==> config.mk <==
export PLATFORM = sky130hd
export DESIGN_NAME = wb_stage_pipe
export DESIGN_NICKNAME = d
export VERILOG_FILES = /design/src/rtl/wb_stage_pipe.sv
export SDC_FILE = /design/constraint.sdc
export NUM_CORES = 1
export LEC_CHECK = 0
export ABC_AREA = 1
export CAP_MARGIN = 0
export CORE_MARGIN = 1.5
export CORE_UTILIZATION = 37
export CTS_CLUSTER_DIAMETER = 120
export DETAILED_ROUTE_END_ITERATION = 10
export PLACE_DENSITY = 0.84
export RECOVER_POWER = 50
export SYNTH_ARGS = -nofsm -noshare
export SYNTH_HDL_FRONTEND = slang
export SYNTH_SLANG_ARGS = --single-unit
==> constraint.sdc <==
create_clock -name clk_i -period 0.81 [get_ports clk_i]
set_input_delay 0.1215 -clock clk_i [delete_from_list [all_inputs] [get_ports clk_i]]
set_output_delay 0.1215 -clock clk_i [all_outputs]
set_load 0.1 [all_outputs]
==> src/rtl/wb_stage_pipe.sv <==
// Write-back stage: aligns and sign/zero-extends loads, picks the result source and registers the
// register-file write port. Optional retire counter is built when WB_RETIRE_CNT_EN is defined.
module wb_stage_pipe #(
  parameter int unsigned XLEN  = 32,
  parameter int unsigned RF_AW = 5,
  parameter int unsigned CNT_W = 32
) (
  input  logic             clk_i,
  input  logic             rst_ni,
  input  logic             m_valid_i,
  input  logic             flush_i,
  input  logic             reg_write_i,
  input  logic [RF_AW-1:0] rd_i,
  input  logic [1:0]       result_src_i,
  input  logic [2:0]       load_funct3_i,
  input  logic [XLEN-1:0]  alu_result_i,
  input  logic [XLEN-1:0]  read_data_i,
  input  logic [XLEN-1:0]  pc_plus4_i,
  input  logic [XLEN-1:0]  imm_i,
  output logic             wb_valid_o,
  output logic             rf_we_o,
  output logic [RF_AW-1:0] rf_waddr_o,
  output logic [XLEN-1:0]  rf_wdata_o,
  output logic             wb_misalign_o,
  output logic [CNT_W-1:0] retire_count_o
);

  typedef enum logic [1:0] {LdByte, LdHalf, LdWord} ld_kind_e;

  ld_kind_e         ld_kind;
  logic             ld_signed;
  logic [1:0]       offset;
  logic [7:0]       byte_sel;
  logic [15:0]      half_sel;
  logic [XLEN-1:0]  load_data;
  logic [XLEN-1:0]  result;
  logic             misalign;
  logic             capture;

  logic             wb_valid_q;
  logic             rf_we_q,    rf_we_d;
  logic [RF_AW-1:0] rf_waddr_q;
  logic [XLEN-1:0]  rf_wdata_q, rf_wdata_d;
  logic             misalign_q;

  assign offset  = alu_result_i[1:0];
  assign capture = m_valid_i & ~flush_i;

  always_comb begin
    ld_kind   = LdWord;
    ld_signed = 1'b0;
    unique case (load_funct3_i)
      3'b000:  begin ld_kind = LdByte; ld_signed = 1'b1; end
      3'b001:  begin ld_kind = LdHalf; ld_signed = 1'b1; end
      3'b100:  ld_kind = LdByte;
      3'b101:  ld_kind = LdHalf;
      default: ld_kind = LdWord;  // 010 plus the unlisted codes
    endcase
  end

  always_comb begin
    unique case (offset)
      2'd0:    byte_sel = read_data_i[7:0];
      2'd1:    byte_sel = read_data_i[15:8];
      2'd2:    byte_sel = read_data_i[23:16];
      default: byte_sel = read_data_i[31:24];
    endcase
    half_sel = offset[1] ? read_data_i[31:16] : read_data_i[15:0];
  end

  always_comb begin
    load_data = read_data_i;
    misalign  = 1'b0;
    unique case (ld_kind)
      LdByte:  load_data = {{(XLEN-8){ld_signed & byte_sel[7]}}, byte_sel};
      LdHalf:  begin
        load_data = {{(XLEN-16){ld_signed & half_sel[15]}}, half_sel};
        misalign  = offset[0];
      end
      default: begin
        load_data = read_data_i;
        misalign  = |offset;
      end
    endcase
    // Alignment only matters when the load path is actually selected.
    if (result_src_i != 2'd1) misalign = 1'b0;
  end

  always_comb begin
    unique case (result_src_i)
      2'd0:    result = alu_result_i;
      2'd1:    result = load_data;
      2'd2:    result = pc_plus4_i;
      default: result = imm_i;
    endcase
    rf_wdata_d = misalign ? '0 : result;
    rf_we_d    = reg_write_i & (|rd_i) & ~misalign;
  end

  always_ff @(posedge clk_i or negedge rst_ni) begin
    if (!rst_ni) begin
      wb_valid_q <= 1'b0;
      rf_we_q    <= 1'b0;
      rf_waddr_q <= '0;
      rf_wdata_q <= '0;
      misalign_q <= 1'b0;
    end else begin
      wb_valid_q <= capture;
      rf_we_q    <= capture & rf_we_d;
      if (capture) begin
        rf_waddr_q <= rd_i;
        rf_wdata_q <= rf_wdata_d;
        misalign_q <= misalign;
      end
    end
  end

  assign wb_valid_o    = wb_valid_q;
  assign rf_we_o       = rf_we_q;
  assign rf_waddr_o    = rf_waddr_q;
  assign rf_wdata_o    = rf_wdata_q;
  assign wb_misalign_o = misalign_q;

`ifdef WB_RETIRE_CNT_EN
  logic [CNT_W-1:0] retire_cnt_q;

  always_ff @(posedge clk_i or negedge rst_ni) begin
    if (!rst_ni) begin
      retire_cnt_q <= '0;
    end else if (capture) begin
      retire_cnt_q <= retire_cnt_q + CNT_W'(1);
    end
  end

  assign retire_count_o = retire_cnt_q;
`else
  assign retire_count_o = '0;
`endif

endmodule

==> flow_summary_export.csv, run 1 <==
group,metric,value,unit
global_route,overflow,0,
power,p_leak,0.00326,uW
synth,netlist_area,0.00331,mm2
cells_and_area,area_growth,108,%
drt,ant_nets,0,
cells_and_area,drive_gt1_frac,0.364,
drt,wl,16200,um
timing,hold_viol,0,
clock_tree,cts-root-buf,"clkbuf_8",
placed_design,place_hpwl,10700,um
placed_design,io_buffers,182,
die,core-area,0.00868,mm2
synth,synth_top_area_frac,0.303,
cells_and_area,multi_input_area,0.00249,mm2
drt,vias_per_cell,5.30,
setup_path,crit_family,"simple AND/OR/NAND/NOR gates",
synth,avgSynthCellArea,6.04,um2
drt,drcViolationCount,0,
run_status,status,"complete, but fails checks",
drt,wire_per_inst,18.3,um
clock_tree,htree_levels,2,
synth,yosys_warnings,0,
synth,yosys.area.top_type,"dfrtp_1",
placed_design,pre_cts_slack,-1.08,ns
setup_path,cp-start-kind,"input port",
synth,ys_seq_elements,40,
setup_path,crit_chain,"clkdlybuf4s15_1 > inv_2 > nor2_1 > nand2_4 > buf_16 > nor2_1 > nand2_1 > nand2_1",
setup_path,cp_max_fo,6,
die,die_area,0.00952,mm2
timing,post-route-period-util,1.39,
setup_path,path_buf_inv,3,
setup_path,worstPathRequired,1.05,ns
cells_and_area,fillCellCount,570,
job,cap_violations,0,
clock_tree,cts_tree,"done",
clock_tree,cts_made_buffers,5,
die,die_h,97.6,um
cells_and_area,regArea,0.00106,mm2
clock_tree,insertion_delay,0.31,ns
global_route,grt_max_degree,41,
timing,rsz0062_at_grt,"true",
timing,max_freq,891,MHz
die,rows,34,
timing,setup_viol,79,
cells_and_area,fin_cells,881,
cells_and_area,fin_nets,913,
synth,ys_seq_area_frac,0.303,
setup_path,worst_path_largest_cell_delay,0.34,ns
run_status,violations,"negative setup slack",
timing,fin_crit,1.12,ns
global_route,grt_usage,0.318,
synth,netlist_top_cells_area,"dfrtp_1 (30%), nand2_1 (24%), nor2_1 (13%)",
power,vdd_drop_max,1.12,mV
placed_design,placed_cells,849,
placed_design,place_congestion,0.943,
timing,final_max_slew_viol_count,0,
setup_path,critical_path_class,"in -> reg",
timing,skew,0,ns
timing,fin_ws,-0.313,ns
synth,synth_cell_types,23,
min_path,hp-class,"in -> reg",
drt,vias,4665,
drt,drt_pass1_iterations,5,
power,p_per_area,1650,mW/mm2
synth,synth_cells,548,
setup_path,slowest_stage,"nor2_1",
clock_tree,clock_sinks,40,
global_route,grt_pass1_wl,23900,um
die,start_util,0.381,
setup_path,crit_path_end_kind,"flip-flop",
setup_path,cp.arrival,1.37,ns
global_route,antenna_found_initial,1,
clock_tree,cts_buffer_depth,2,
die,pin_count,215,
timing,tns,-17.74,ns
drt,drt_iter0_markers,236,
die,die_w,97.6,um
global_route,grt_pass1_vias,4619,
clock_tree,path_clk_slew,0.09,ns
## per-stage QoR
step                total power [uW]   util  area (um2)  hold slack [ns]
floorplan                       6490      -        3630           -0.174
global placement                8960  0.682        5920            0.109
detailed placement              9010  0.682        5920            0.111
CTS                            11100  0.767        6660            0.277
global route                   11700  0.791        6860            0.185
finish                         11300  0.791        6870            0.193
## logic make-up (layout without fill, tap and decap cells)
family,count (synthesis),after routing,share of synthesized area
flops,40,40,0.303
buf+inv,88,279,0.143
simple gates,343,344,0.407
other cells,1,34,0.00113
compound gates,76,76,0.147
## cell usage after synthesis
cell type and count:
nand2_1 213, nor2_1 115, dfrtp_1 40, buf_4 32, o21ai_0 26, inv_1 22
a221oi_1 20, clkbuf_1 18, a21oi_1 13, buf_2 11, nand3_1 8, o211ai_1 8
o22ai_1 6, inv_2 4, nand3_2 2, nand3_4 2, o21ai_1 2, buf_6 1
conb_1 1, nand3b_1 1, nand4_1 1, nor2_2 1, o21a_1 1
## registers in the layout, summed over array words and instances (netlist names)
name           cells
wb_misalign_o      1
rf_we_o            1
wb_valid_o         1
rf_waddr_o         5
rf_wdata_o        32
## cell usage in the layout (no fill, tap or decap), drive strengths merged, types with 2 or more instances in the layout
cell type and instances:
diode 2, o21ai 28, o211ai 8, dlygate4sd2 16, conb 32, o22ai 6, clkdlybuf4s50 111, a21oi 13
inv 27, clkdlybuf4s15 2, dfrtp 40, buf 108, nor2 116, nand3 13, a221oi 20, clkbuf 9
dlymetal6s2s 3, nand2 213
## area by class of cell
class	instances	share of cell area
repair buffers	245	0.429
clock inverters	3	0.00674
inverters	26	0.0171
multi-input cells	452	0.362
well taps	108	0.0197
clock buffers	5	0.0100
flip-flops and latches	40	0.155
diodes	2	0.000729
## worst min-delay path, delay by kind of cell
family,cells,cell delay (ns)
buf+inv,2,0.24
simple gates,1,0.10
## path summary, 6_finish.rpt
| kind | start | to | slack, ns | cells after the start |
|---|---|---|---|---|
| min in group asynchronous | rst_ni | rf_waddr_o[0] | 0.35 | 3 |
| max in group asynchronous | rst_ni | rf_wdata_o[15] | 0.15 | 3 |
| max reg2reg | rf_waddr_o[3] | rf_waddr_o[3] | 0.04 | 2 |
| max | m_valid_i | rf_wdata_o[14] | -0.31 | 8 |
| min reg2reg | rf_wdata_o[7] | rf_wdata_o[7] | 0.53 | 2 |
| min | flush_i | wb_valid_o | 0.19 | 3 |
## timing repair
| item | 4_1_cts | 5_1_grt |
|---|---|---|
| gates resized for setup | 183 | 57 |
| hold buffers | 1 | 0 |
| gates cloned | 7 | 2 |
| pin swaps | 60 | 44 |
| buffers inserted | 13 | 2 |
| setup endpoints to repair | 79 | 79 |
| endpoints found under the hold margin | 40 | 0 |
## routing by layer
metal  GRT usage  vias to the layer above  wire (um)
li1            -                     2127          -
met4       0.146                        0        844
met3      0.0583                       68       1410
met5           0                        -          0
met2       0.573                      303       8260
met1       0.361                     2167       5640
## power breakdown
group / switching (uW) / internal (uW)
clock network: 838 / 930
registers: 351 / 2360
logic: 4330 / 2530
No activity file was read; power rests on OpenSTA's default activity.
==> run 2: changes to the inputs <==
--- a/config.mk
+++ b/config.mk
@@ -7,12 +7,12 @@
 export LEC_CHECK = 0
 export ABC_AREA = 1
 export CAP_MARGIN = 0
+export CORE_ASPECT_RATIO = 1.25
 export CORE_MARGIN = 1.5
 export CORE_UTILIZATION = 37
 export CTS_CLUSTER_DIAMETER = 120
 export DETAILED_ROUTE_END_ITERATION = 10
 export PLACE_DENSITY = 0.84
-export RECOVER_POWER = 50
 export SYNTH_ARGS = -nofsm -noshare
 export SYNTH_HDL_FRONTEND = slang
 export SYNTH_SLANG_ARGS = --single-unit
==> constraint.sdc (replaced) <==
create_clock -name clk_i -period 0.81 [get_ports clk_i]
set_input_delay 0.162 -clock clk_i [delete_from_list [all_inputs] [get_ports clk_i]]
set_output_delay 0.162 -clock clk_i [all_outputs]
set_load 0.1 [all_outputs]
==> flow_summary_export.csv, run 2 (synthesized netlist as in run 1, its figures left out) <==
group,metric,value,unit
global_route,grt_pass1_wl,25000,um
timing,setup_viol,74,
placed_design,io_buffers,182,
clock_tree,clock_sinks,40,
drt,ant_nets,0,
global_route,overflow,0,
placed_design,placed_cells,869,
power,p_per_area,1650,mW/mm2
cells_and_area,final_common_cell,"nand2_1",
timing,fin_crit,1.20,ns
cells_and_area,largest_reg_flops,32,
job,cap_violations,0,
placed_design,placed_area,0.00611,mm2
clock_tree,insertion_delay,0.30,ns
clock_tree,cts-root-buf,"clkbuf_8",
drt,drt_pass1_iterations,9,
timing,tns,-22.42,ns
placed_design,place_hpwl,11300,um
run_status,violations,"negative setup slack",
timing,post-route-period-util,1.48,
die,die_h,109,um
cells_and_area,drive_gt1_frac,0.399,
timing,final_max_slew_viol_count,0,
placed_design,pre_cts_slack,-1.04,ns
power,vdd_drop_max,0.780,mV
setup_path,cp.arrival,1.44,ns
drt,drcViolationCount,0,
clock_tree,htree_levels,2,
drt,wl,19200,um
timing,fin_ws,-0.387,ns
clock_tree,cts_made_buffers,5,
placed_design,place_congestion,0.913,
drt,vias,5239,
cells_and_area,fin_nets,927,
die,rows,38,
timing,rsz0062_at_grt,"true",
cells_and_area,area_growth,114,%
global_route,grt_max_degree,41,
cells_and_area,final_area,0.00707,mm2
global_route,grt_usage,0.346,
clock_tree,cts_tree,"done",
die,die_w,87.6,um
setup_path,crit_path_end_kind,"flip-flop",
die,pin_count,215,
setup_path,critical_path_class,"in -> reg",
die,die_area,0.00952,mm2
timing,max_freq,836,MHz
clock_tree,path_clk_slew,0.09,ns
cells_and_area,final_cell_mix,"nand2_1 (165), clkdlybuf4s50_1 (108), nor2_1 (85)",
global_route,grt_pass1_vias,4918,
die,start_util,0.380,
global_route,antenna_found_initial,0,
timing,tightest_slew,0.516,ns
timing,relSlewSlack,0.655,
setup_path,cp_max_fo,2,
timing,skew,0,ns
timing,hold_viol,0,
die,core-area,0.00870,mm2
drt,wire_per_inst,21.2,um
setup_path,reg2regPathDepth,2,
clock_tree,cts_buffer_depth,2,
run_status,status,"complete, but fails checks",
setup_path,cp-start-kind,"input port",
power,p_leak,0.00329,uW
drt,vias_per_cell,5.79,
cells_and_area,fin_cells,905,
cells_and_area,fin_util,0.813,
min_path,hold_depth,3,
drt,drt_iter0_markers,906,
cells_and_area,diodes,0,
min_path,hp-class,"in -> reg",
setup_path,worstPathRequired,1.05,ns
run 2: cell types whose count changed in the layout (fill, tap and decap cells not counted), moves of 5 or more:
cell           before  now
nor2_4             10   16
nor2_2              9   15
buf_4              34   46
nand2_2            34   45
dlygate4sd2_1      16   21
nor2_1             97   85
dfrtp_2            35    2
nand2_4            10    3
dfrtp_4             5   38
run 2: cell type report:
cell class	count	area, um2
fillers	448	1630
clock buffers	5	68.8
inverters	26	116
repair buffers	259	3060
multi-input cells	452	2490
clock inverters	3	42.5
well taps	120	150
flip-flops and latches	40	1150
run 2: final timing paths:
path / startpoint / to / slack, ns
setup / recovery: read_data_i[13] / rf_wdata_o[13] / -0.39
hold / removal: flush_i / wb_valid_o / 0.19
setup reg to reg: rf_wdata_o[21] / rf_wdata_o[21] / -0.10
hold reg to reg: rf_waddr_o[4] / rf_waddr_o[4] / 0.57
max in group asynchronous: rst_ni / rf_wdata_o[12] / 0.21
min in group asynchronous: rst_ni / rf_wdata_o[27] / 0.35
run 2: routing by layer:
metal | vias up | track usage | wire length [um]
met1 | 2424 | 0.372 | 6190
met4 | 0 | 0.203 | 1540
met5 | - | 0 | 0
li1 | 2157 | - | -
met3 | 154 | 0.0522 | 2120
met2 | 504 | 0.632 | 9310
run 2: repair_timing:
item                       CTS  global route
pin swaps                   52            40
setup endpoints to repair   80            79
hold endpoints to repair    40             0
gates resized for setup    185            62
setup buffers               14             9
gates cloned                 5             2
hold buffers                 1             0
run 2: power by group:
| group | total (uW) | leakage (uW) | internal [uW] | switching [uW] |
|---|---|---|---|---|
| clock | 1690 | 0.0000541 | 913 | 780 |
| combinational | 7130 | 0.00278 | 2590 | 4540 |
| sequential | 2840 | 0.000451 | 2480 | 360 |
run 2: worst max-delay path, cell delays in order:
cell and delay (ns):
clkdlybuf4s50_1 0.50, inv_2 0.06, buf_4 0.13, a21oi_2 0.26
nand2_2 0.13, nand2_1 0.07, nand2_1 0.05, nand2_1 0.06
run 2: per-stage QoR:
stage / hold WS, ns / total power [uW]
after floorplan: -0.134 / 6650
after global placement: 0.146 / 9130
after detailed placement: 0.154 / 9250
after CTS: 0.207 / 11200
after global routing: 0.193 / 12000
final: 0.192 / 11700
==> run 3: changes to the inputs <==
--- a/config.mk
+++ b/config.mk
@@ -8,7 +8,7 @@
 export ABC_AREA = 1
 export CAP_MARGIN = 0
 export CORE_ASPECT_RATIO = 1.25
-export CORE_MARGIN = 1.5
+export CORE_MARGIN = 5
 export CORE_UTILIZATION = 37
 export CTS_CLUSTER_DIAMETER = 120
 export DETAILED_ROUTE_END_ITERATION = 10
@@ -16,3 +16,4 @@
 export SYNTH_ARGS = -nofsm -noshare
 export SYNTH_HDL_FRONTEND = slang
 export SYNTH_SLANG_ARGS = --single-unit
+export TNS_END_PERCENT = 50
==> flow_summary_export.csv, run 3 (synthesized netlist as in run 1, its figures left out) <==
group,metric,value,unit
clock_tree,clock_sinks,40,
die,die_w,94.6,um
setup_path,cp-start-kind,"flip-flop",
clock_tree,cts_buffer_depth,2,
global_route,grt_usage,0.289,
setup_path,path_buf_inv,1,
clock_tree,cts_tree,"done",
die,die_h,116,um
cells_and_area,area_growth,110,%
global_route,grt_pass1_wl,24200,um
cells_and_area,final_cell_mix,"nand2_1 (181), clkdlybuf4s50_1 (110), nor2_1 (77)",
drt,wire_per_inst,18.0,um
setup_path,crit_family,"flip-flops",
drt,drt_pass1_iterations,5,
setup_path,worst_path_largest_cell_delay,0.50,ns
power,p_per_area,1630,mW/mm2
timing,skew,0,ns
cells_and_area,final_area,0.00694,mm2
global_route,overflow,0,
timing,rsz0062_at_grt,"true",
drt,ant_nets,0,
global_route,antenna_found_initial,1,
power,totalPowerFinal,11300,uW
setup_path,crit_path_end_kind,"output pin",
drt,vias,4663,
clock_tree,insertion_delay,0.30,ns
clock_tree,path_clk_slew,0.08,ns
setup_path,slowest_stage,"dfrtp_4",
placed_design,place_hpwl,11700,um
global_route,grt_pass1_vias,4826,
cells_and_area,final_common_cell,"nand2_1",
power,vdd_drop_max,1.04,mV
setup_path,reg2regPathDepth,3,
cells_and_area,drive_gt1_frac,0.366,
timing,final_max_slew_viol_count,0,
min_path,hold_depth,5,
global_route,grt_max_degree,41,
timing,hold_viol,0,
clock_tree,htree_levels,2,
power,p_leak,0.00327,uW
setup_path,crit_chain,"buf_12",
timing,max_freq,878,MHz
die,core-area,0.00870,mm2
drt,drcViolationCount,0,
clock_tree,cts-root-buf,"clkbuf_8",
timing,fin_ws,-0.329,ns
setup_path,cp.arrival,0.98,ns
placed_design,io_buffers,182,
setup_path,crit_cells,1,
clock_tree,cts_made_buffers,5,
die,start_util,0.380,
drt,vias_per_cell,5.15,
placed_design,place_congestion,0.941,
die,pin_count,215,
placed_design,placed_area,0.00609,mm2
drt,drt_iter0_markers,208,
run_status,violations,"negative setup slack",
placed_design,pre_cts_slack,-1.07,ns
setup_path,cp_max_fo,2,
timing,fin_crit,1.14,ns
cells_and_area,fillCellCount,596,
timing,tns,-18.73,ns
timing,holdWs,0.284,ns
timing,post-route-period-util,1.41,
setup_path,worstPathRequired,0.65,ns
cells_and_area,fin_nets,926,
timing,setup_viol,74,
drt,wl,16300,um
job,cap_violations,0,
die,die_area,0.0109,mm2
min_path,hp-class,"in -> reg",
die,rows,38,
cells_and_area,largest_reg_flops,32,
setup_path,critical_path_class,"reg -> out",
run_status,status,"complete, but fails checks",
## run 3: cell count changes in the layout (fill, tap and decap cells not counted), sizes merged
cell	delta
dlymetal6s2s	-2
clkinvlp	-1
clkdlybuf4s50	+2
dlygate4sd2	+2
diode	+1
buf	-2
## run 3: final cells by class
cell class | count | area (um2) | area share
antenna | 1 | 2.50 | 0.000361
timing repair buffer | 258 | 3020 | 0.435
tap | 120 | 150 | 0.0216
multi-input combinational | 452 | 2500 | 0.361
inverter | 26 | 101 | 0.0146
sequential | 40 | 1060 | 0.152
clock buffer | 6 | 72.6 | 0.0105
clock inverter | 2 | 35.0 | 0.00505
## run 3: timing repair
action	in CTS	in global routing
gates resized for setup	157	56
gates cloned	6	1
buffers inserted	10	3
endpoints found under the setup margin	79	79
pin swaps	47	19
endpoints found under the hold margin	40	0
hold buffers	1	0
## run 3: per-layer routing
| layer | GRT usage | vias to the layer above | wire length [um] |
|---|---|---|---|
| met5 | 0 | - | 0 |
| met4 | 0.137 | 0 | 778 |
| met3 | 0.0630 | 54 | 1440 |
| met2 | 0.527 | 275 | 8450 |
| met1 | 0.314 | 2178 | 5670 |
| li1 | - | 2156 | - |
## run 3: final timing paths
check | slack (ns) | from | end
min reg2reg | 0.53 | rf_wdata_o[16] | rf_wdata_o[16]
max in group asynchronous | 0.21 | rst_ni | rf_waddr_o[4]
min in group asynchronous | 0.36 | rst_ni | rf_wdata_o[10]
min | 0.28 | result_src_i[0] | rf_wdata_o[7]
max | -0.33 | rf_waddr_o[1] | rf_waddr_o[1]
max reg2reg | -0.01 | rf_wdata_o[13] | rf_wdata_o[13]
## run 3: where the power goes
part	internal [uW]	switching [uW]
registers	2350	342
clock network	916	772
logic	2570	4350
## run 3: metrics by stage
step | utilization | instances
floorplan | - | 579
global placement | 0.700 | 876
detailed placement | 0.700 | 876
CTS | 0.775 | 901
global route | 0.797 | 905
finish | 0.797 | 905
